$ cat config.mk
export PLATFORM = sky130hd
export DESIGN_NAME = demux_8_1_sched_flat
export DESIGN_NICKNAME = d
export VERILOG_FILES = /design/src/rtl/demux_8_1_sched_if.sv /design/src/rtl/demux_8_1_sched.sv /design/src/flat_wrapper.sv
export SDC_FILE = /design/constraint.sdc
export NUM_CORES = 1
export LEC_CHECK = 0
export ABC_AREA = 1
export CAP_MARGIN = 25
export CORE_ASPECT_RATIO = 0.7
export CORE_MARGIN = 4
export CORE_UTILIZATION = 40
export DETAILED_ROUTE_END_ITERATION = 8
export GPL_TIMING_DRIVEN = 1
export PLACE_DENSITY = 0.71
export SLEW_MARGIN = 25
export SYNTH_ARGS = -nofsm -noshare
export SYNTH_HDL_FRONTEND = slang
export SYNTH_SLANG_ARGS = --single-unit
$ cat constraint.sdc
create_clock -name clk -period 1.3 [get_ports clk]
set_input_delay 0.13 -clock clk [delete_from_list [all_inputs] [get_ports clk]]
set_output_delay 0.13 -clock clk [all_outputs]
set_load 0.05 [all_outputs]
$ cat src/rtl/demux_8_1_sched_if.sv
// Handshake bundle between the word source, the 1:8 demux scheduler
// and the eight output channels.
interface demux_8_1_sched_if #(
  parameter int DW = 1
);
  logic          mode;
  logic          in_valid;
  logic          in_ready;
  logic [DW-1:0] in_data;
  logic [2:0]    in_dest;
  logic [2:0]    sel;
  logic [7:0]    out_valid;
  logic [DW-1:0] out_data;
  logic [7:0]    out_ready;
  logic          drop;
  logic [7:0]    drop_cnt;

  modport master (
    output mode, in_valid, in_data, in_dest, out_ready,
    input  in_ready, sel, out_valid, out_data, drop, drop_cnt
  );

  modport slave (
    input  mode, in_valid, in_data, in_dest, out_ready,
    output in_ready, sel, out_valid, out_data, drop, drop_cnt
  );
endinterface

$ cat src/rtl/demux_8_1_sched.sv
// 1:8 demux scheduler: addressed or round-robin channel choice,
// per-channel backpressure with drop-on-timeout and saturating drop count.
module demux_8_1_sched #(
  parameter int DW      = 1,
  parameter int TIMEOUT = 15
) (
  input  logic clk,
  input  logic rst,
  demux_8_1_sched_if.slave bus
);

  localparam int WW = (TIMEOUT == 0) ? 1 : $clog2(TIMEOUT + 1);

  typedef enum logic {IDLE, SEND} state_e;

  state_e        state_q, state_d;
  logic [2:0]    sel_q, sel_d;
  logic [2:0]    rr_q, rr_d;
  logic          rrm_q, rrm_d;
  logic [DW-1:0] data_q, data_d;
  logic [WW-1:0] wait_q, wait_d;
  logic          drop_q, drop_d;
  logic [7:0]    cnt_q, cnt_d;
  logic          tmo_hit;

  always_ff @(posedge clk) begin
    if (rst) begin
      state_q <= IDLE;
      sel_q   <= '0;
      rr_q    <= '0;
      rrm_q   <= 1'b0;
      data_q  <= '0;
      wait_q  <= '0;
      drop_q  <= 1'b0;
      cnt_q   <= '0;
    end else begin
      state_q <= state_d;
      sel_q   <= sel_d;
      rr_q    <= rr_d;
      rrm_q   <= rrm_d;
      data_q  <= data_d;
      wait_q  <= wait_d;
      drop_q  <= drop_d;
      cnt_q   <= cnt_d;
    end
  end

  assign tmo_hit = (TIMEOUT != 0) &&
                   (wait_q == WW'(TIMEOUT - 1));

  always_comb begin
    state_d = state_q;
    sel_d   = sel_q;
    rr_d    = rr_q;
    rrm_d   = rrm_q;
    data_d  = data_q;
    wait_d  = wait_q;
    drop_d  = 1'b0;
    cnt_d   = cnt_q;
    unique case (state_q)
      IDLE: begin
        if (bus.in_valid) begin
          data_d  = bus.in_data;
          sel_d   = bus.mode ? rr_q : bus.in_dest;
          rrm_d   = bus.mode;
          wait_d  = '0;
          state_d = SEND;
        end
      end
      SEND: begin
        // completion has priority over a coincident timeout
        if (bus.out_ready[sel_q]) begin
          state_d = IDLE;
          if (rrm_q) rr_d = sel_q + 3'd1;
        end else if (tmo_hit) begin
          state_d = IDLE;
          drop_d  = 1'b1;
          if (cnt_q != 8'hFF) cnt_d = cnt_q + 8'd1;
          if (rrm_q) rr_d = sel_q + 3'd1;
        end else begin
          wait_d = wait_q + WW'(1);
        end
      end
      default: state_d = IDLE;
    endcase
  end

  always_comb begin
    bus.in_ready  = (state_q == IDLE) && !rst;
    bus.out_valid = '0;
    if (state_q == SEND) bus.out_valid = 8'b1 << sel_q;
    bus.sel       = sel_q;
    bus.out_data  = data_q;
    bus.drop      = drop_q;
    bus.drop_cnt  = cnt_q;
  end

endmodule

$ cat src/flat_wrapper.sv
// flat-port wrapper written by rule: the top's interface ports become plain ports
module demux_8_1_sched_flat 
#(
  parameter int DW      = 1,
  parameter int TIMEOUT = 15
)
  (clk, rst, bus_mode, bus_in_valid, bus_in_data, bus_in_dest, bus_out_ready, bus_in_ready, bus_sel, bus_out_valid, bus_out_data, bus_drop, bus_drop_cnt);
  demux_8_1_sched_if #(.DW(DW)) bus_i ();
  input  logic clk;
  input  logic rst;
  input wire logic [$bits(bus_i.mode)-1:0] bus_mode;
  input wire logic [$bits(bus_i.in_valid)-1:0] bus_in_valid;
  input wire logic [$bits(bus_i.in_data)-1:0] bus_in_data;
  input wire logic [$bits(bus_i.in_dest)-1:0] bus_in_dest;
  input wire logic [$bits(bus_i.out_ready)-1:0] bus_out_ready;
  output wire logic [$bits(bus_i.in_ready)-1:0] bus_in_ready;
  output wire logic [$bits(bus_i.sel)-1:0] bus_sel;
  output wire logic [$bits(bus_i.out_valid)-1:0] bus_out_valid;
  output wire logic [$bits(bus_i.out_data)-1:0] bus_out_data;
  output wire logic [$bits(bus_i.drop)-1:0] bus_drop;
  output wire logic [$bits(bus_i.drop_cnt)-1:0] bus_drop_cnt;
  assign bus_i.mode = bus_mode;
  assign bus_i.in_valid = bus_in_valid;
  assign bus_i.in_data = bus_in_data;
  assign bus_i.in_dest = bus_in_dest;
  assign bus_i.out_ready = bus_out_ready;
  assign bus_in_ready = bus_i.in_ready;
  assign bus_sel = bus_i.sel;
  assign bus_out_valid = bus_i.out_valid;
  assign bus_out_data = bus_i.out_data;
  assign bus_drop = bus_i.drop;
  assign bus_drop_cnt = bus_i.drop_cnt;
  demux_8_1_sched #(.DW(DW), .TIMEOUT(TIMEOUT)) u_core (.clk(clk), .rst(rst), .bus(bus_i));
endmodule
==> qor_table.md <==
| Result | Value |
| --- | --- |
| Fraction of layout instances using a drive strength above 1 | 58.4% |
| H-Tree Level Count | 1 |
| Number of standard cells after synthesis | 186 |
| Synthesized area divided by synthesized cell count | 7.29 um2 |
| # IOs | 38 |
| Initial DRT Pass Iterations | 4 |
| Sum of routed wire segments on met1 | 2430 um |
| Largest net degree at the start of global routing | 14 |
| Met3 layer wire length in the routed design | 420 um |
| Crit Path Max Fanout | 6 |
| Fin crit period | 1490 ps |
| Fmax | 672 MHz |
| Total power per unit cell area | 686 nW/um2 |
| Root Buffer Master | clkbuf_8 |
| Number of setup violations in the final report | 26 |
| Summed area of non-filler cells in the final layout | 2780 um2 |
| Count of vias placed by the detailed router | 1724 |
| Yosys Warn Count | 0 |
| Die Width | 77.6 um |
| Via-per-instance ratio | 5.58 |
| Number of placement rows | 17 |
| Yosys top cell by area | dfxtp_1 |
| Clock edge transition at the registers on the reported setup and hold paths | 80 ps |
| Initial antenna violation count | 0 |
| Post-DRT Antenna Nets | 0 |
| RSZ-0062 raised after global routing | yes |
| Highest Signal Layer | met4 |
| Result of the run | complete, but fails checks |
| Actual transition at the worst max-transition pin | 346 ps |
| Global-route usage over all layers | 22.2% |
| Placed cells | 286 |
| Vias in the first global route | 1547 |
| WL final | 6100 um |
| Max-slew violations | 0 |
| Class of the most critical hold timing path | primary input to register |
| Overflow left after global routing | 0 |
| Layout overhead on the synthesized area | 105% |
| Latest clock arrival within the worst-skew pair | 270 ps |
| First-pass GRT wire length | 7710 um |
| Final number of hold-violating endpoints | 0 |
| Clock tree sinks | 22 |
| Cell area reported after detailed placement | 2230 um2 |
| Routed wire length per instance | 19.7 um |
| TritonCTS clock tree | yes |
| CTS buffer count | 3 |
| Half-perimeter wire length after placement | 2880 um |
| Max-slew headroom | 76.9% |
| Clock buffer depth | 2 |
| Filler-free cell count of the finished design | 309 |
| Die footprint | 4400 um2 |
| Post-route DRC violation count | 0 |
| VDD IR max | 0.673 mV |
| Post-route clock period utilization | 114% |
| Clk_skew | 7.02 ps |
| Synthesis-stage register bit count | 22 |
| Final total negative setup slack | -2660 ps |
| Yosys cell types | 25 |
| Core Footprint | 3210 um2 |
| Final nets | 288 |
| Sequential share of the synthesized area | 32.5% |
| CP startpoint kind | register |
| Crit path required time | 1510 ps |
| Final worst slack | -187 ps |
| Max cap viols | 0 |
| Setup CP Type | register to register |
| Met2 wire len | 2990 um |
| Count of filler cells inserted in the layout | 139 |
| Leakage power figure | 0.00111 uW |
| Biggest area contributors in the synthesized netlist | dfxtp_1, nand2_1, ha_1 |
| Height of the die | 56.7 um |
| Total of buffers placed on input and output ports | 37 |
| Data arrival time of the worst path | 1700 ps |
| Area share of the largest cell type after synthesis | 32.5% |
| Last weighted congestion value of the routability-driven placer | 0.787 |
| Initial cell density of the core | 42.2% |
| Failing checks | setup timing |
| Iter 0 DRT Violations | 167 |
| Kind of capture point of the worst setup path | register |
| Summed instance area of the synthesized netlist | 1360 um2 |
| Number of antenna cells inserted | 0 |
| Synthesized net count | 211 |
## layer usage
metal	vias up	GRT usage, %
met2	105	35.5
li1	767	-
met3	28	5.13
met4	0	7.87
met1	824	29.1
met5	-	0
## synthesized netlist by cell type
cell type and number:
nand3_1 12, buf_6 1, nand3_2 6, a221oi_1 3
nand3_4 2, clkbuf_1 2, dfxtp_1 22, inv_2 1
xnor2_1 2, inv_1 28, nand4_1 11, clkinv_2 1
a21oi_2 1, nor2_2 1, nand2_1 38, ha_1 9
nor2_1 14, xor2_1 4, nand2_2 2, nand2_4 1
nand3b_1 1, o21ai_0 2, nor2_4 1, a21oi_1 19
buf_2 2
## timing repair
item                                    in CTS  in global routing
endpoints found under the hold margin        0                  0
pin swaps                                   20                 22
hold buffers                                 0                  0
gates cloned                                 1                  0
endpoints found under the setup margin      23                 28
buffers inserted                            12                  7
gates resized for setup                     49                 46
## stage by stage
step	utilization, %	worst slack, ps	hold WS (ps)	power, uW
floorplan	-	-19.2	265	977
global placement	69.4	-97.2	456	1200
detailed placement	69.4	-160	457	1200
CTS	79.8	-123	454	1760
global route	86.4	-230	483	1980
finish	86.4	-187	450	1900
## worst max-delay path: stages, from the launching register on
cell	delay, ps
dfxtp_2	410
nand3_1	130
nor2_1	300
nand3b_1	160
nand2_1	110
nand4_1	140
a21oi_2	160
## state kept, by name, summed over array words and instances (netlist names)
register	cells
u_core.state_q	1
u_core.bus.drop_cnt	8
u_core.bus.sel	3
u_core.bus.drop	1
u_core.wait_q	4
u_core.rr_q	3
u_core.bus.out_data	1
u_core.rrm_q	1
## cell families after synthesis
| group | share of synthesized area, % |
|---|---|
| AOI/OAI and AO/OA | 10.3 |
| xor gates and xnor gates | 3.87 |
| adders and majority gates | 8.30 |
| buffers and inverters | 10.5 |
| DFF | 32.5 |
| and+or+nand+nor | 34.5 |
## cell usage in the layout (no fill, tap or decap), types with 7 or more instances in the layout
master	n
a21oi_1	8
a21oi_2	12
buf_12	22
buf_4	24
buf_6	14
clkdlybuf4s50_1	15
dfxtp_1	9
dfxtp_4	8
ha_4	8
inv_1	19
nand2_1	19
nand2_2	17
nand3_2	7
nand3_4	7
nand4_1	11
nor2_1	8
nor2_4	7
## worst paths after layout
kind / startpoint / end / slack (ps) / depth (start not counted)
max: u_core.bus.drop_cnt[2]$_SDFFE_PP0P_ / u_core.bus.drop_cnt[7]$_SDFFE_PP0P_ / -190 / 6
min: bus_in_data / u_core.bus.out_data$_SDFFE_PP0P_ / 450 / 3
max reg2reg: u_core.bus.drop_cnt[2]$_SDFFE_PP0P_ / u_core.bus.drop_cnt[7]$_SDFFE_PP0P_ / -190 / 6
min reg2reg: u_core.rr_q[0]$_SDFFE_PP0P_ / u_core.rr_q[0]$_SDFFE_PP0P_ / 470 / 2
## power by group
group,switching [uW],internal (uW)
registers,35.2,686
clock network,227,219
logic,398,340
total,660,1240
## final cells by class
type                    count  area [um2]  share of cell area, %
multi-input cells         130        1110                   40.2
repair buffers             76         943                   34.0
flip-flops and latches     22         477                   17.2
inverters                  30         138                   4.96
well taps                  47        58.8                   2.12
clock buffers               4        45.0                   1.62
(Power assumes the default switching activity.)
